[src/rtl/uart_pkg.sv]
// Shared definitions for the buffered UART transmitter: FSM states,
// parity modes and the frame-length helper.
package uart_pkg;

    typedef enum logic [2:0] {
        ST_IDLE,
        ST_START,
        ST_DATA,
        ST_PARITY,
        ST_STOP
    } txState_e;

    localparam int PAR_NONE = 0;
    localparam int PAR_EVEN = 1;
    localparam int PAR_ODD  = 2;

    // Clock cycles occupied by one complete frame, start bit through last stop bit.
    function automatic int frameLength(input int dataBits, input int parity,
                                       input int stopBits, input int clksPerBit);
        return (1 + dataBits + ((parity != PAR_NONE) ? 1 : 0) + stopBits) * clksPerBit;
    endfunction

endpackage

[src/rtl/sync_fifo.sv]
// Single-clock FIFO with registered occupancy; push is ignored when full,
// pop is ignored when empty, and the head word is always visible on dout.
module sync_fifo #(
    parameter int WIDTH = 8,
    parameter int DEPTH = 4
) (
    input  logic                     clk_1MHz,
    input  logic                     rst,
    input  logic                     push,
    input  logic                     pop,
    input  logic [WIDTH-1:0]         din,
    output logic [WIDTH-1:0]         dout,
    output logic                     full,
    output logic                     empty,
    output logic [$clog2(DEPTH):0]   level
);

    localparam int AW = $clog2(DEPTH);

    logic [WIDTH-1:0] mem [DEPTH];
    logic [AW-1:0]    wrPtr;
    logic [AW-1:0]    rdPtr;
    logic             doPush;
    logic             doPop;

    assign full   = (level == (AW + 1)'(DEPTH));
    assign empty  = (level == '0);
    assign doPush = push && !full;
    assign doPop  = pop && !empty;
    assign dout   = mem[rdPtr];

    // Pointers wrap naturally because DEPTH is a power of two.
    always_ff @(posedge clk_1MHz or negedge rst) begin
        if (!rst) begin
            wrPtr <= '0;
            rdPtr <= '0;
            level <= '0;
        end else begin
            if (doPush) wrPtr <= wrPtr + 1'b1;
            if (doPop)  rdPtr <= rdPtr + 1'b1;
            level <= level + (AW + 1)'(doPush) - (AW + 1)'(doPop);
        end
    end

    always_ff @(posedge clk_1MHz) begin
        if (doPush) mem[wrPtr] <= din;
    end

endmodule

[src/rtl/uart_tx_fifo.sv]
// UART transmitter fed by a small FIFO; frames go out back-to-back while
// words are queued, and the line idles high otherwise.
module uart_tx_fifo
    import uart_pkg::*;
#(
    parameter int DATA_BITS    = 8,
    parameter int PARITY       = 0,
    parameter int STOP_BITS    = 1,
    parameter int CLKS_PER_BIT = 104,
    parameter int FIFO_DEPTH   = 4
) (
    input  logic                          clk_1MHz,
    input  logic                          rst,
    input  logic                          load,
    input  logic [DATA_BITS-1:0]          inData,
    output logic                          ready,
    output logic                          tx,
    output logic                          busy,
    output logic [$clog2(FIFO_DEPTH):0]   level
);

    txState_e             state, stateNext;
    logic [15:0]          bitCnt, cntNext;
    logic [3:0]           bitIdx, idxNext;
    logic [DATA_BITS-1:0] shiftReg, shiftNext;
    logic                 parBit, parNext;
    logic                 txNext, busyNext;
    logic                 fifoPop, fifoFull, fifoEmpty, startFrame, lastTick;
    logic [DATA_BITS-1:0] fifoDout;

    sync_fifo #(
        .WIDTH(DATA_BITS),
        .DEPTH(FIFO_DEPTH)
    ) fifo (
        .clk_1MHz(clk_1MHz),
        .rst     (rst),
        .push    (load),
        .pop     (fifoPop),
        .din     (inData),
        .dout    (fifoDout),
        .full    (fifoFull),
        .empty   (fifoEmpty),
        .level   (level)
    );

    assign ready    = !fifoFull;
    assign lastTick = (bitCnt == 16'(CLKS_PER_BIT - 1));

    always_ff @(posedge clk_1MHz or negedge rst) begin
        if (!rst) begin
            state    <= ST_IDLE;
            bitCnt   <= '0;
            bitIdx   <= '0;
            shiftReg <= '0;
            parBit   <= 1'b0;
            tx       <= 1'b1;
            busy     <= 1'b0;
        end else begin
            state    <= stateNext;
            bitCnt   <= cntNext;
            bitIdx   <= idxNext;
            shiftReg <= shiftNext;
            parBit   <= parNext;
            tx       <= txNext;
            busy     <= busyNext;
        end
    end

    // tx is registered, so each transition loads the value of the bit being entered.
    always_comb begin
        stateNext  = state;
        cntNext    = bitCnt + 16'd1;
        idxNext    = bitIdx;
        shiftNext  = shiftReg;
        parNext    = parBit;
        txNext     = tx;
        busyNext   = busy;
        fifoPop    = 1'b0;
        startFrame = 1'b0;

        case (state)
            ST_IDLE: begin
                cntNext = '0;
                idxNext = '0;
                if (!fifoEmpty) startFrame = 1'b1;
            end
            ST_START: begin
                if (lastTick) begin
                    stateNext = ST_DATA;
                    cntNext   = '0;
                    idxNext   = '0;
                    txNext    = shiftReg[0];
                end
            end
            ST_DATA: begin
                if (lastTick) begin
                    cntNext   = '0;
                    shiftNext = shiftReg >> 1;
                    if (bitIdx == 4'(DATA_BITS - 1)) begin
                        idxNext = '0;
                        if (PARITY != PAR_NONE) begin
                            stateNext = ST_PARITY;
                            txNext    = parBit;
                        end else begin
                            stateNext = ST_STOP;
                            txNext    = 1'b1;
                        end
                    end else begin
                        idxNext = bitIdx + 4'd1;
                        txNext  = shiftReg[1];
                    end
                end
            end
            ST_PARITY: begin
                if (lastTick) begin
                    stateNext = ST_STOP;
                    cntNext   = '0;
                    idxNext   = '0;
                    txNext    = 1'b1;
                end
            end
            ST_STOP: begin
                if (lastTick) begin
                    cntNext = '0;
                    if (bitIdx == 4'(STOP_BITS - 1)) begin
                        idxNext = '0;
                        if (!fifoEmpty) begin
                            startFrame = 1'b1;
                        end else begin
                            stateNext = ST_IDLE;
                            txNext    = 1'b1;
                            busyNext  = 1'b0;
                        end
                    end else begin
                        idxNext = bitIdx + 4'd1;
                    end
                end
            end
            default: stateNext = ST_IDLE;
        endcase

        // Shared by the idle pickup and the back-to-back path out of the last stop bit.
        if (startFrame) begin
            fifoPop   = 1'b1;
            stateNext = ST_START;
            cntNext   = '0;
            idxNext   = '0;
            shiftNext = fifoDout;
            parNext   = (PARITY == PAR_EVEN) ? ^fifoDout : ~^fifoDout;
            txNext    = 1'b0;
            busyNext  = 1'b1;
        end
    end

endmodule

[config.mk]
export PLATFORM = sky130hd
export DESIGN_NAME = uart_tx_fifo
export DESIGN_NICKNAME = d
export VERILOG_FILES = /design/src/rtl/uart_pkg.sv /design/src/rtl/sync_fifo.sv /design/src/rtl/uart_tx_fifo.sv
export SDC_FILE = /design/constraint.sdc
export NUM_CORES = 1
export LEC_CHECK = 0
export ABC_AREA = 1
export CAP_MARGIN = 5
export CORE_MARGIN = 2
export CORE_UTILIZATION = 40
export CTS_BUF_LIST = sky130_fd_sc_hd__clkbuf_16
export DETAILED_ROUTE_END_ITERATION = 10
export PLACE_DENSITY = 0.57
export REMOVE_ABC_BUFFERS = 1
export SLEW_MARGIN = 20
export SYNTH_ARGS = -nofsm -noshare
export SYNTH_HDL_FRONTEND = slang
export SYNTH_SLANG_ARGS = --single-unit
[constraint.sdc]
create_clock -name clk_1MHz -period 6.6 [get_ports clk_1MHz]
set_clock_uncertainty 0.2 [all_clocks]
set_input_delay 0.66 -clock clk_1MHz [delete_from_list [all_inputs] [get_ports clk_1MHz]]
set_output_delay 0.66 -clock clk_1MHz [all_outputs]
set_load 0.01 [all_outputs]
* Word level (Yosys, flattened, before mapping)
Memory sizes are Yosys's and may differ from the RTL's. Index checks and enable logic that the tools add are counted.
Word-level totals: register bits after elaboration 40, memory bits (writable) 32, input bits 11, output and inout port bits 6, logic and storage cells 96, memories 1
Cells by class: $add $sub $neg 6, equal/unequal tests 16, multiplexer cells 43, reduce and logical (&&, ||, !) cells 21
Memory list:
- fifo.mem | depth 4, width 8, rd ports 1, clocked after Yosys merged registers in 0, write ports 1, RTL line sync_fifo.sv:20 | logic [WIDTH-1:0] mem [DEPTH];
Operators by type and width (count):
- 2-to-1 mux 16 bit | 2
- case mux 16 bit (2 select lines) | 1
- 2-to-1 mux 3 bit | 8
- 2-to-1 mux 4 bit | 6
- 2-to-1 mux 8 bit | 3
- 2-to-1 mux 1 bit | 19
- != test 3 bit, second input constant | 6
- adder 16 x 1 -> 16 bit, second input constant | 1
- == test 16 x 7 -> 1 bit, second input constant | 1
- case mux 4 bit (4 select lines) | 1
- case mux 3 bit (5 select lines) | 1
- nonzero test 2 bit | 5
- nonzero test 5 bit | 2
- AND reduction 4 bit | 2
- AND reduction 8 bit | 1
- AND reduction 7 bit | 1
- == test 3 x 2 -> 1 bit, second input constant | 2
- == test 3 bit, second input constant | 2
- zero test 3 bit | 2
- adder 2 x 1 -> 2 bit, second input constant | 2
- adder 4 x 1 -> 4 bit, second input constant | 1
- == test 4 x 3 -> 1 bit, second input constant | 1
- zero test 4 bit | 1
- case mux 1 bit (4 select lines) | 1
- other kinds (12) | 14

* Longest topological paths before layout
Gate-level depths: netlist of the first run.
word-level depth 8, gate-level depth with buffers 14, gate-level depth less buffers 13

* By module
From an unflattened synthesis of the first run, not the netlist that was laid out.
Unflattened totals: cells, all modules 443, area total of the unflattened synthesis 3756.1 sq um
Modules (own cells, without submodules):
- uart_tx_fifo | instances 1, cells an instance 284, area an instance 2030.7 sq um, seq. area each 827.0 sq um
- sync_fifo | instances 1, cells an instance 159, area an instance 1725.4 sq um, seq. area each 1136.1 sq um

* Least setup slack after synthesis of the first run
No wires, ideal clock.
path type register to register, start register bitCnt[0], end register fifo.level[2], setup time 0.129 ns, arrival time 2.117 ns, required time 6.271 ns, path slack 4.154 ns, stages on the path, launching flop included 14, buffers on the path 1, clock period less this slack 2.446 ns, path through dfrtp_1 > ha_1 > nand2_1 > nor2_1 > nand2_1 > nor2_2 > nand2_2 > nand2_4 > buf_12 > ha_1 > inv_1 > ha_1 > fa_1 > xor2_1
On the way: word-level cells in the longest chain between the ends 6
RTL lines:
- start, declared | RTL line uart_tx_fifo.sv:23 | logic [15:0] bitCnt, cntNext;
- start signal, assigned | RTL line uart_tx_fifo.sv:60 | bitCnt <= cntNext;
- == test 16 x 7 -> 1 bit | RTL line uart_tx_fifo.sv:47 | assign lastTick = (bitCnt == 16'(CLKS_PER_BIT - 1));
- 2-to-1 mux 1 bit | RTL line uart_tx_fifo.sv:123 | if (lastTick) begin
- case mux 1 bit (2 select lines) | RTL line uart_tx_fifo.sv:81 | case (state)
- 2-to-1 mux 1 bit | RTL line uart_tx_fifo.sv:143 | if (startFrame) begin
- logical AND 1 bit | RTL line sync_fifo.sv:29 | assign doPop = pop && !empty;
- net fifo.doPop | RTL line sync_fifo.sv:24 | logic doPop;
- subtractor 3 x 1 -> 3 bit | RTL line sync_fifo.sv:41 | level <= level + (AW + 1)'(doPush) - (AW + 1)'(doPop);
- end signal, assigned | RTL line sync_fifo.sv:41
- end, declared | RTL line sync_fifo.sv:15 | output logic [$clog2(DEPTH):0] level
The timed path passes the listed nets, and every way through them passes these cells. A chain may end at the register's enable or synchronous reset.

* Worst setup path after layout of the first run
start register bitCnt[0], end register fifo.level[2]
On the way: word-level cells in the longest chain between the ends 6
RTL lines (RTL line):
- == test 16 x 7 -> 1 bit | uart_tx_fifo.sv:47
- 2-to-1 mux 1 bit | uart_tx_fifo.sv:123
- case mux 1 bit (2 select lines) | uart_tx_fifo.sv:81
- 2-to-1 mux 1 bit | uart_tx_fifo.sv:143
- logical AND 1 bit | sync_fifo.sv:29
- subtractor 3 x 1 -> 3 bit | sync_fifo.sv:41
Every way passes these cells.

==> metrics.txt, run 1 <==
outcome finished, final reports clean; worst hold margin 0.253 ns; Synth Warn # 0; global-route wire length before repair 11400 um; Sequential Power Share 38.2%; remaining routing DRC violations 0; GRT Util Overall 15.0%; final setup TNS 0 ns; largest net degree at the start of global routing 41; worst vdd ir 0.187 mV; Worst slew margin 40.0%; number of global-route vias before repair 2435; Synth Cell Area 3510 sq um; utilization after layout 46.8%; worst path required time 6.61 ns; Static Leak 0.00179 uW; NumNets Final 419; WL final 6510 um; startpoint types register; Tightest Pin Transition 0.900 ns; fin crit share 38.2%; hold_buf cts 0; Ports 17; Avg Synthesized Cell Area 9.32 sq um; FF-to-FF End fifo.level[2]$_DFF_PN0_; pwr dens 432 nW/um^2; CTS Buffer Depth 2; worst r2r src bitCnt[0]$_DFF_PN0_; GP Congestion 0.811; Area Overhead vs Synth 15.0%; DP HPWL 4610 um; post-synth cell types 37; Max Cap Viol 0; Detailed Routing Iterations Pass 1 4; Tmin final 2.52 ns; # clock sinks 72; Worst setup EP type register; clock share of power 26.6%; cts repair resizes 0; clock root buffer clkbuf_16; Die Area 9550 sq um; CORE AREA 8640 sq um; I/O Buffers 16; Syn Inst Count 377; chip width 97.7 um; class of the worst hold path input pin to async pin; Reg2Reg Depth 12; max-slew violations 0; maximum achievable frequency 397 MHz; WS Path Type register to register; Power, Total 1740 uW; CTS Buf Count 9; switching part of the total 38.7%; per-cell routed wire length 12.7 um; initial cell density of the core 40.7%; worst setup margin 4.08 ns; post-DR vias/cell 4.71; share of cells above drive strength 1 10.2%; CTS tree built; worst slack, placed 4.07 ns; ant diodes 0; H-Tree Level Count 3; Iter 0 DRT Violations 79; Worst-path clk slew 0.06 ns; final hold vios 0; RSZ-0062 raised after global routing false; Vias 2405; Data arrival, critical path 2.53 ns; std cell rows 34; register area share after synthesis 55.9%; cell internal pwr 1070 uW; Comb pwr share 35.3%; net switching power of the design 674 uW; setup repair bufs after CTS 0; Worst R2R Setup Slack 4.08 ns; GR Overflow Total 0; later-pin clock latency in the skew report 0.33 ns; Yosys reg bits 72; CP Max Fanout 14; final setup fails 0; Die Height 97.7 um; initial antenna violation count 0; Detail Route Antenna Nets 0
-- metal layers --
| layer | global-route usage [%] | share of wire (%) | vias up | routed length [um] |
|---|---|---|---|---|
| li1 | - | - | 1275 | - |
| met1 | 19.9 | 48 | 1099 | 3130 |
| met2 | 24.1 | 48 | 24 | 3090 |
| met3 | 3.45 | 2.9 | 7 | 189 |
| met4 | 5.66 | 1.5 | 0 | 98 |
| met5 | 0 | 0 | - | 0 |
-- layout by cell type, fill, tap and decap left out, drive strengths merged --
cell / netlist / routed
fa: 1 / 1
nor2: 63 / 63
nand3: 22 / 22
xnor2: 2 / 2
a21oi: 7 / 7
nand3b: 2 / 2
clkinv: 1 / 2
buf: 4 / 1
clkinvlp: 0 / 2
ha: 9 / 9
o31ai: 1 / 1
nand4: 3 / 3
o22ai: 7 / 7
dfrtp: 39 / 39
xor2: 10 / 10
inv: 40 / 44
o21ai: 26 / 26
dfstp: 1 / 1
nor3: 10 / 10
or2: 1 / 1
clkdlybuf4s50: 0 / 15
a22oi: 1 / 1
clkbuf: 2 / 9
edfxtp: 32 / 32
nand2: 93 / 93
-- final cells by class --
cell class / instances / area [sq um]
fillers: 812 / 4600
multi-input cells: 258 / 1340
inverters: 41 / 156
repair buffers: 16 / 155
clock buffers: 9 / 225
clock inverters: 7 / 61.3
well taps: 108 / 135
flip-flops and latches: 72 / 1960
-- critical path: stages (launching register included) --
cell,delay (ns)
dfrtp_1,0.39
ha_1,0.21
nand2_1,0.12
nor2_1,0.07
nand2_1,0.07
nor2_2,0.04
nand2_2,0.10
nand2_4,0.14
ha_1,0.30
inv_1,0.04
ha_1,0.18
fa_1,0.37
xor2_1,0.17
-- flip-flops by register name, indices dropped and copies added (netlist names) --
signal and count:
bitIdx 4, fifo.mem 32, fifo.rdPtr 2, state 3
busy 1, fifo.level 3, shiftReg 8, fifo.wrPtr 2
bitCnt 16, tx 1
-- power by group through the flow --
stage / sequential (uW) / clock, uW / combinational [uW]
CTS: 667 / 472 / 628
floorplan: 659 / 0 / 452
global route: 684 / 496 / 713
global placement: 672 / 0 / 617
detailed placement: 675 / 0 / 624
finish: 665 / 463 / 615
-- kinds of logic after synthesis --
group	Yosys count	synth area share, %
fa+ha+maj	10	3.78
xor+xnor	12	2.99
simple gates	194	24.7
compound gates	42	6.70
buf+inv	47	5.91
flops	72	55.9
-- worst max-delay path by stage --
stage,end,slack [ns],from
after floorplan,fifo.level[2]$_DFF_PN0_,4.24,bitCnt[0]$_DFF_PN0_
after global placement,fifo.level[2]$_DFF_PN0_,4.11,bitCnt[0]$_DFF_PN0_
after detailed placement,fifo.level[2]$_DFF_PN0_,4.07,bitCnt[0]$_DFF_PN0_
after CTS,fifo.level[2]$_DFF_PN0_,4.07,bitCnt[0]$_DFF_PN0_
after global routing,fifo.level[2]$_DFF_PN0_,3.86,bitCnt[0]$_DFF_PN0_
final,fifo.level[2]$_DFF_PN0_,4.08,bitCnt[0]$_DFF_PN0_
-- per-stage QoR --
step | instances | cell area, sq um
finish | 511 | 4040
global route | 511 | 4040
CTS | 511 | 4040
detailed placement | 495 | 3750
global placement | 495 | 3750
floorplan | 371 | 3460
-- Yosys cell counts, drive strengths merged --
master,number,area [sq um]
nand2,93,377
nor2,63,257
inv,40,153
dfrtp,39,976
edfxtp,32,961
o21ai,26,130
nand3,22,128
nor3,10,55.1
xor2,10,87.6
ha,9,113
a21oi,7,46.3
o22ai,7,43.8
buf,4,43.8
nand4,3,18.8
clkbuf,2,7.51
nand3b,2,27.5
xnor2,2,17.5
a22oi,1,7.51
clkinv,1,3.75
dfstp,1,26.3
fa,1,20.0
o31ai,1,7.51
or2,1,6.26
(Power assumes the default switching activity.)
==> inputs of run 2 (changes only) <==
clock period = 2.4 ns   (was 6.6 ns; I/O delays follow)
==> run 2 against run 1 <==
  * Register-to-register slack got worse by 4.0 ns
  * Maximum frequency is 9.7% higher
  * Via count increased by 6.4%
  * Clock power grew to 3.0 times the previous value
  * Worst setup slack lost 4.0 ns
  * Largest cell class unchanged
  * First-iteration DRC count grew 27%
  * Power rose to 2.9 times the previous value
  * Core utilization grew 2.2 points
  * Global-route usage increased by 0.78 points
  * Cell count up 3.7%
==> metrics.txt, run 2 (synthesis results as in run 1) <==
CTS tree built; final setup fails 0 (unchanged); Static Leak 0.00190 uW (+6.1%); fin cells 530 (+3.7%); number of flip-flops in the largest register 32 (unchanged); Tmin final 2.30 ns (-0.223 ns); worst r2r src bitIdx[0]$_DFFE_PN0P_; Largest regs fifo.mem x32, bitCnt x16, shiftReg x8; class of the worst hold path input pin to async pin; worst vdd ir 0.578 mV (+210%); Worst R2R Setup Slack 0.10 ns (-3.98 ns); footprint of the multi-input gates 1370 sq um (+2.1%); GP Congestion 0.851 (+4.8%); FF-to-FF End fifo.level[1]$_DFF_PN0_; Worst-path clk slew 0.06 ns (about the same); CORE AREA 8640 sq um (unchanged); startpoint types register; WS Path Type register to register; largest net degree at the start of global routing 25 (-39%); Tightest Pin Transition 0.434 ns (-0.465 ns); chip width 97.7 um (unchanged); # clock sinks 72 (unchanged); Reg2Reg Depth 12 (unchanged); later-pin clock latency in the skew report 0.33 ns (about the same); dpl cells 508 (+2.6%); clock root buffer clkbuf_16; Worst setup EP type register; NumNets Final 438 (+4.5%); pwr dens 1200 nW/um^2 (+180%); GR Overflow Total 0 (unchanged); DP HPWL 4820 um (+4.7%); # fillers 802 (-1.2%); Placed Area 3850 sq um (+2.6%); Ports 17 (unchanged); worst path required time 2.41 ns (-4.20 ns); fin crit share 95.7% (+58 points); remaining routing DRC violations 0 (unchanged); global-route wire length before repair 11900 um (+4.4%); GRT Util Overall 15.8% (+0.78 points); Biggest register fifo.mem; Power, Total 5090 uW (+190%); number of global-route vias before repair 2550 (+4.7%); Area Overhead vs Synth 20.4%; outcome finished, final reports clean; std cell rows 34 (unchanged); Detailed Routing Iterations Pass 1 4 (unchanged); max-slew violations 0 (unchanged); CP Max Fanout 4 (-10); Data arrival, critical path 2.30 ns (-0.23 ns); WL final 6840 um (+5.1%); initial antenna violation count 0 (unchanged); Die Height 97.7 um (unchanged); final hold vios 0 (unchanged); maximum achievable frequency 435 MHz (+9.7%); Detail Route Antenna Nets 0 (unchanged); ant diodes 0 (unchanged); Reg area 1960 sq um (unchanged); share of cells above drive strength 1 15.9% (+5.7 points); Iter 0 DRT Violations 100 (+27%); H-Tree Level Count 3 (unchanged); Max Cap Viol 0 (unchanged); commonest non-fill, non-tap cell in the layout nand2_1; fin area 4230 sq um (+4.8%); most frequent cells in the layout nand2_1 (85), nor2_1 (56), dfrtp_1 (39); initial cell density of the core 40.7% (unchanged); Die Area 9550 sq um (unchanged); post-DR vias/cell 4.83 (+2.6%); I/O Buffers 16 (unchanged); Worst slew margin 71.0% (+31 points); per-cell routed wire length 12.9 um (+1.3%); Vias 2559 (+6.4%); CTS Buf Count 9 (unchanged); CTS Buffer Depth 2 (unchanged)
## run 2: worst max-delay path, cell delays in order (launching register included)
cell,delay [ns]
dfrtp_1,0.38
inv_2,0.07
ha_2,0.17
nand2_2,0.07
nor2_4,0.11
nand2_1,0.07
nor2_2,0.12
nand2_2,0.09
nand2_4,0.07
ha_1,0.23
inv_2,0.07
ha_4,0.12
fa_2,0.42
## run 2: worst max-delay path by stage
stage,startpoint,endpoint,slack (ns)
after floorplan,bitCnt[0]$_DFF_PN0_,fifo.level[2]$_DFF_PN0_,0.04
after global placement,bitIdx[0]$_DFFE_PN0P_,fifo.level[2]$_DFF_PN0_,0.08
after CTS,bitIdx[0]$_DFFE_PN0P_,fifo.level[2]$_DFF_PN0_,0.03
after detailed placement,bitIdx[1]$_DFFE_PN0P_,fifo.level[2]$_DFF_PN0_,0.03
after global routing,bitCnt[0]$_DFF_PN0_,fifo.level[2]$_DFF_PN0_,-0.0005
final,bitIdx[0]$_DFFE_PN0P_,fifo.level[1]$_DFF_PN0_,0.10
## run 2: power by group
group	internal (uW)	total (uW)	switching [uW]
registers	1610	1780	175
clock network	823	1370	547
logic	745	1930	1190
total	3180	5090	1910
## run 2: timing repair
item | CTS | global route
setup endpoints to repair | 1 | 2
setup buffers | 1 | 4
hold buffers | 1 | 0
resized for setup | 0 | 10
pin swaps | 0 | 4
endpoints found under the hold margin | 16 | 0
## run 2: per-stage QoR
| step | util [%] | worst slack, ns | TNS, ns | hold WS [ns] |
|---|---|---|---|---|
| 2_1_floorplan | - | 0.0369 | 0 | -0.256 |
| 3_3_place_gp | 44.6 | 0.0789 | 0 | -0.0222 |
| 3_5_place_dp | 44.6 | 0.0302 | 0 | -0.0158 |
| 4_1_cts | 48.3 | 0.0266 | 0 | 0.165 |
| 5_1_grt | 49.0 | -0.000457 | -0.000457 | 0.200 |
| 6_report | 49.0 | 0.103 | 0 | 0.161 |
## run 2: layer usage
metal	track usage [%]	part of all wire (%)	up-vias
li1	-	-	1305
met1	21.3	50	1206
met2	24.2	45	33
met3	4.10	2.7	15
met4	6.52	2.2	0
met5	0	0	-
## run 2: cell type report
class	count	area share (%)
repair buffers	35	7.10
well taps	108	3.19
multi-input cells	258	32.4
clock inverters	7	1.92
inverters	41	3.70
flip-flops and latches	72	46.4
clock buffers	9	5.32
==> inputs of run 3 (changes only) <==
CORE_ASPECT_RATIO = 0.75   (was default)
==> run 3 against run 2 <==
  * Sequential cell count did not move
  * Die area barely moved
  * Clock-buffer cell count did not move
  * Global-route usage rose by 0.28 points
  * Worst hold slack got worse by 0.056 ns
  * Wire length rose by 1.9%
  * Register-to-register slack barely moved
  * First-iteration DRC count rose by 110%
  * Worst setup slack improved by 0.0067 ns
  * Critical endpoint is now fifo.level[2]$_DFF_PN0_
  * Cell count fell by 0.19%
  * Critical path depth did not move
==> metrics.txt, run 3 (synthesis results as in run 1) <==
outcome finished, final reports clean; initial cell density of the core 41.4% (+0.70 points); ant diodes 0 (unchanged); Data arrival, critical path 2.31 ns (about the same); Ports 17 (unchanged); CP Max Fanout 3 (-1); worst setup margin 0.110 ns (+0.00672 ns); CTS Buffer Depth 2 (unchanged); Tightest Pin Transition 0.464 ns (+0.0296 ns); final setup fails 0 (unchanged); chip width 112 um (+15%); std cell rows 29 (-15%); WL final 6970 um (+1.9%); H-Tree Level Count 3 (unchanged); worst path required time 2.42 ns (about the same); CTS Buf Count 9 (unchanged); clock root buffer clkbuf_16; final hold vios 0 (unchanged); post-DR vias/cell 4.84 (+0.31%); initial antenna violation count 0 (unchanged); most frequent cells in the layout nand2_1 (85), nor2_1 (56), dfrtp_1 (39); Die Height 85.2 um (-13%); class of the worst hold path input pin to async pin; global-route wire length before repair 11900 um (-0.64%); Biggest register fifo.mem; Max Cap Viol 0 (unchanged); Detail Route Antenna Nets 0 (unchanged); WS Path Type register to register; Area Overhead vs Synth 20.6% (about the same); Tmin final 2.29 ns (-0.00672 ns); I/O Buffers 16 (unchanged); worst vdd ir 0.798 mV (+38%); worst slack, placed 0.0378 ns (+0.00766 ns); worst hold margin 0.105 ns (-0.0560 ns); Static Leak 0.00189 uW (-0.48%); # clock sinks 72 (unchanged); Power, Total 5140 uW (+1.1%); Largest regs fifo.mem x32, bitCnt x16, shiftReg x8; pwr dens 1220 nW/um^2 (+1.0%); DP HPWL 4960 um (+2.9%); largest net degree at the start of global routing 30 (+20%); fin area 4230 sq um (about the same); number of flip-flops in the largest register 32 (unchanged); Iter 0 DRT Violations 209 (+110%); CTS tree built; Worst setup EP type register; maximum achievable frequency 437 MHz (+0.29%); later-pin clock latency in the skew report 0.34 ns (about the same); per-cell routed wire length 13.2 um (+2.1%); NumNets Final 437 (-0.23%); max-slew violations 0 (unchanged); number of global-route vias before repair 2386 (-6.4%); CORE AREA 8490 sq um (-1.7%); Placed Area 3860 sq um (+0.39%); GR Overflow Total 0 (unchanged); commonest non-fill, non-tap cell in the layout nand2_1; remaining routing DRC violations 0 (unchanged); Vias 2562 (+0.12%); GP Congestion 0.841 (-1.2%); Die Area 9550 sq um (about the same); share of cells above drive strength 1 15.7% (-0.20 points); startpoint types register; utilization after layout 49.9% (+0.88 points); Worst slew margin 69.0% (-2.0 points); Detailed Routing Iterations Pass 1 4 (unchanged); fin crit share 95.4% (-0.28 points); Worst-path clk slew 0.06 ns (about the same); GRT Util Overall 16.0% (+0.28 points)
run 3: cell count changes in the layout (fill, tap and decap cells not counted):
cell	change
nor2_2	+1
nor2_4	-1
inv_1	+1
buf_4	-1
inv_6	-4
ha_1	-1
ha_2	+1
clkinvlp_4	+2
bufinv_16	+1
run 3: repair_timing:
action	in CTS	in global routing
setup endpoints to repair	0	2
setup buffers	0	2
hold endpoints to repair	38	0
hold buffers	1	0
resized for setup	0	10
run 3: stage by stage:
stage / TNS (ns) / cells
global route: -0.00875 / 529
finish: 0 / 529
detailed placement: 0 / 510
CTS: 0 / 527
floorplan: 0 / 371
global placement: 0 / 510
run 3: layout make-up:
type | instances | area, sq um
Clock buffer | 9 | 225
Clock inverter | 7 | 95.1
Fill cell | 797 | 4260
Inverter | 41 | 156
Multi-Input combinational cell | 258 | 1370
Sequential cell | 72 | 1960
Tap cell | 108 | 135
Timing Repair Buffer | 34 | 293
run 3: critical path, stage by stage (launching register included):
cell	delay, ns
dfrtp_1	0.39
ha_2	0.19
nand2_1	0.07
nor2_1	0.05
nand2_1	0.06
nor2_2	0.05
nand2_2	0.10
nand2_4	0.05
ha_1	0.27
inv_1	0.06
ha_4	0.16
fa_2	0.35
xor2_1	0.16
run 3: worst paths after layout:
kind / start / slack, ns / cells after the start / to
setup / recovery: bitCnt[0]$_DFF_PN0_ / 0.11 / 12 / fifo.level[2]$_DFF_PN0_
hold / removal: rst / 0.10 / 2 / bitCnt[8]$_DFF_PN0_
setup reg to reg: bitCnt[0]$_DFF_PN0_ / 0.11 / 12 / fifo.level[2]$_DFF_PN0_
hold reg to reg: bitCnt[0]$_DFF_PN0_ / 0.27 / 1 / bitCnt[0]$_DFF_PN0_
max in group asynchronous: rst / 1.20 / 3 / tx$_DFFE_PN1P_
min in group clk_1MHz: bitCnt[0]$_DFF_PN0_ / 0.27 / 1 / bitCnt[0]$_DFF_PN0_
run 3: power breakdown:
part	internal [uW]	switching, uW
registers	1610	174
clock network	909	519
logic	736	1200
run 3: per-layer routing:
layer,global-route usage [%],part of all wire [%],vias to the layer above
li1,-,-,1309
met1,25.5,55,1196
met2,20.3,40,50
met3,5.36,4.4,7
met4,4.99,1.3,0
met5,0,0,-
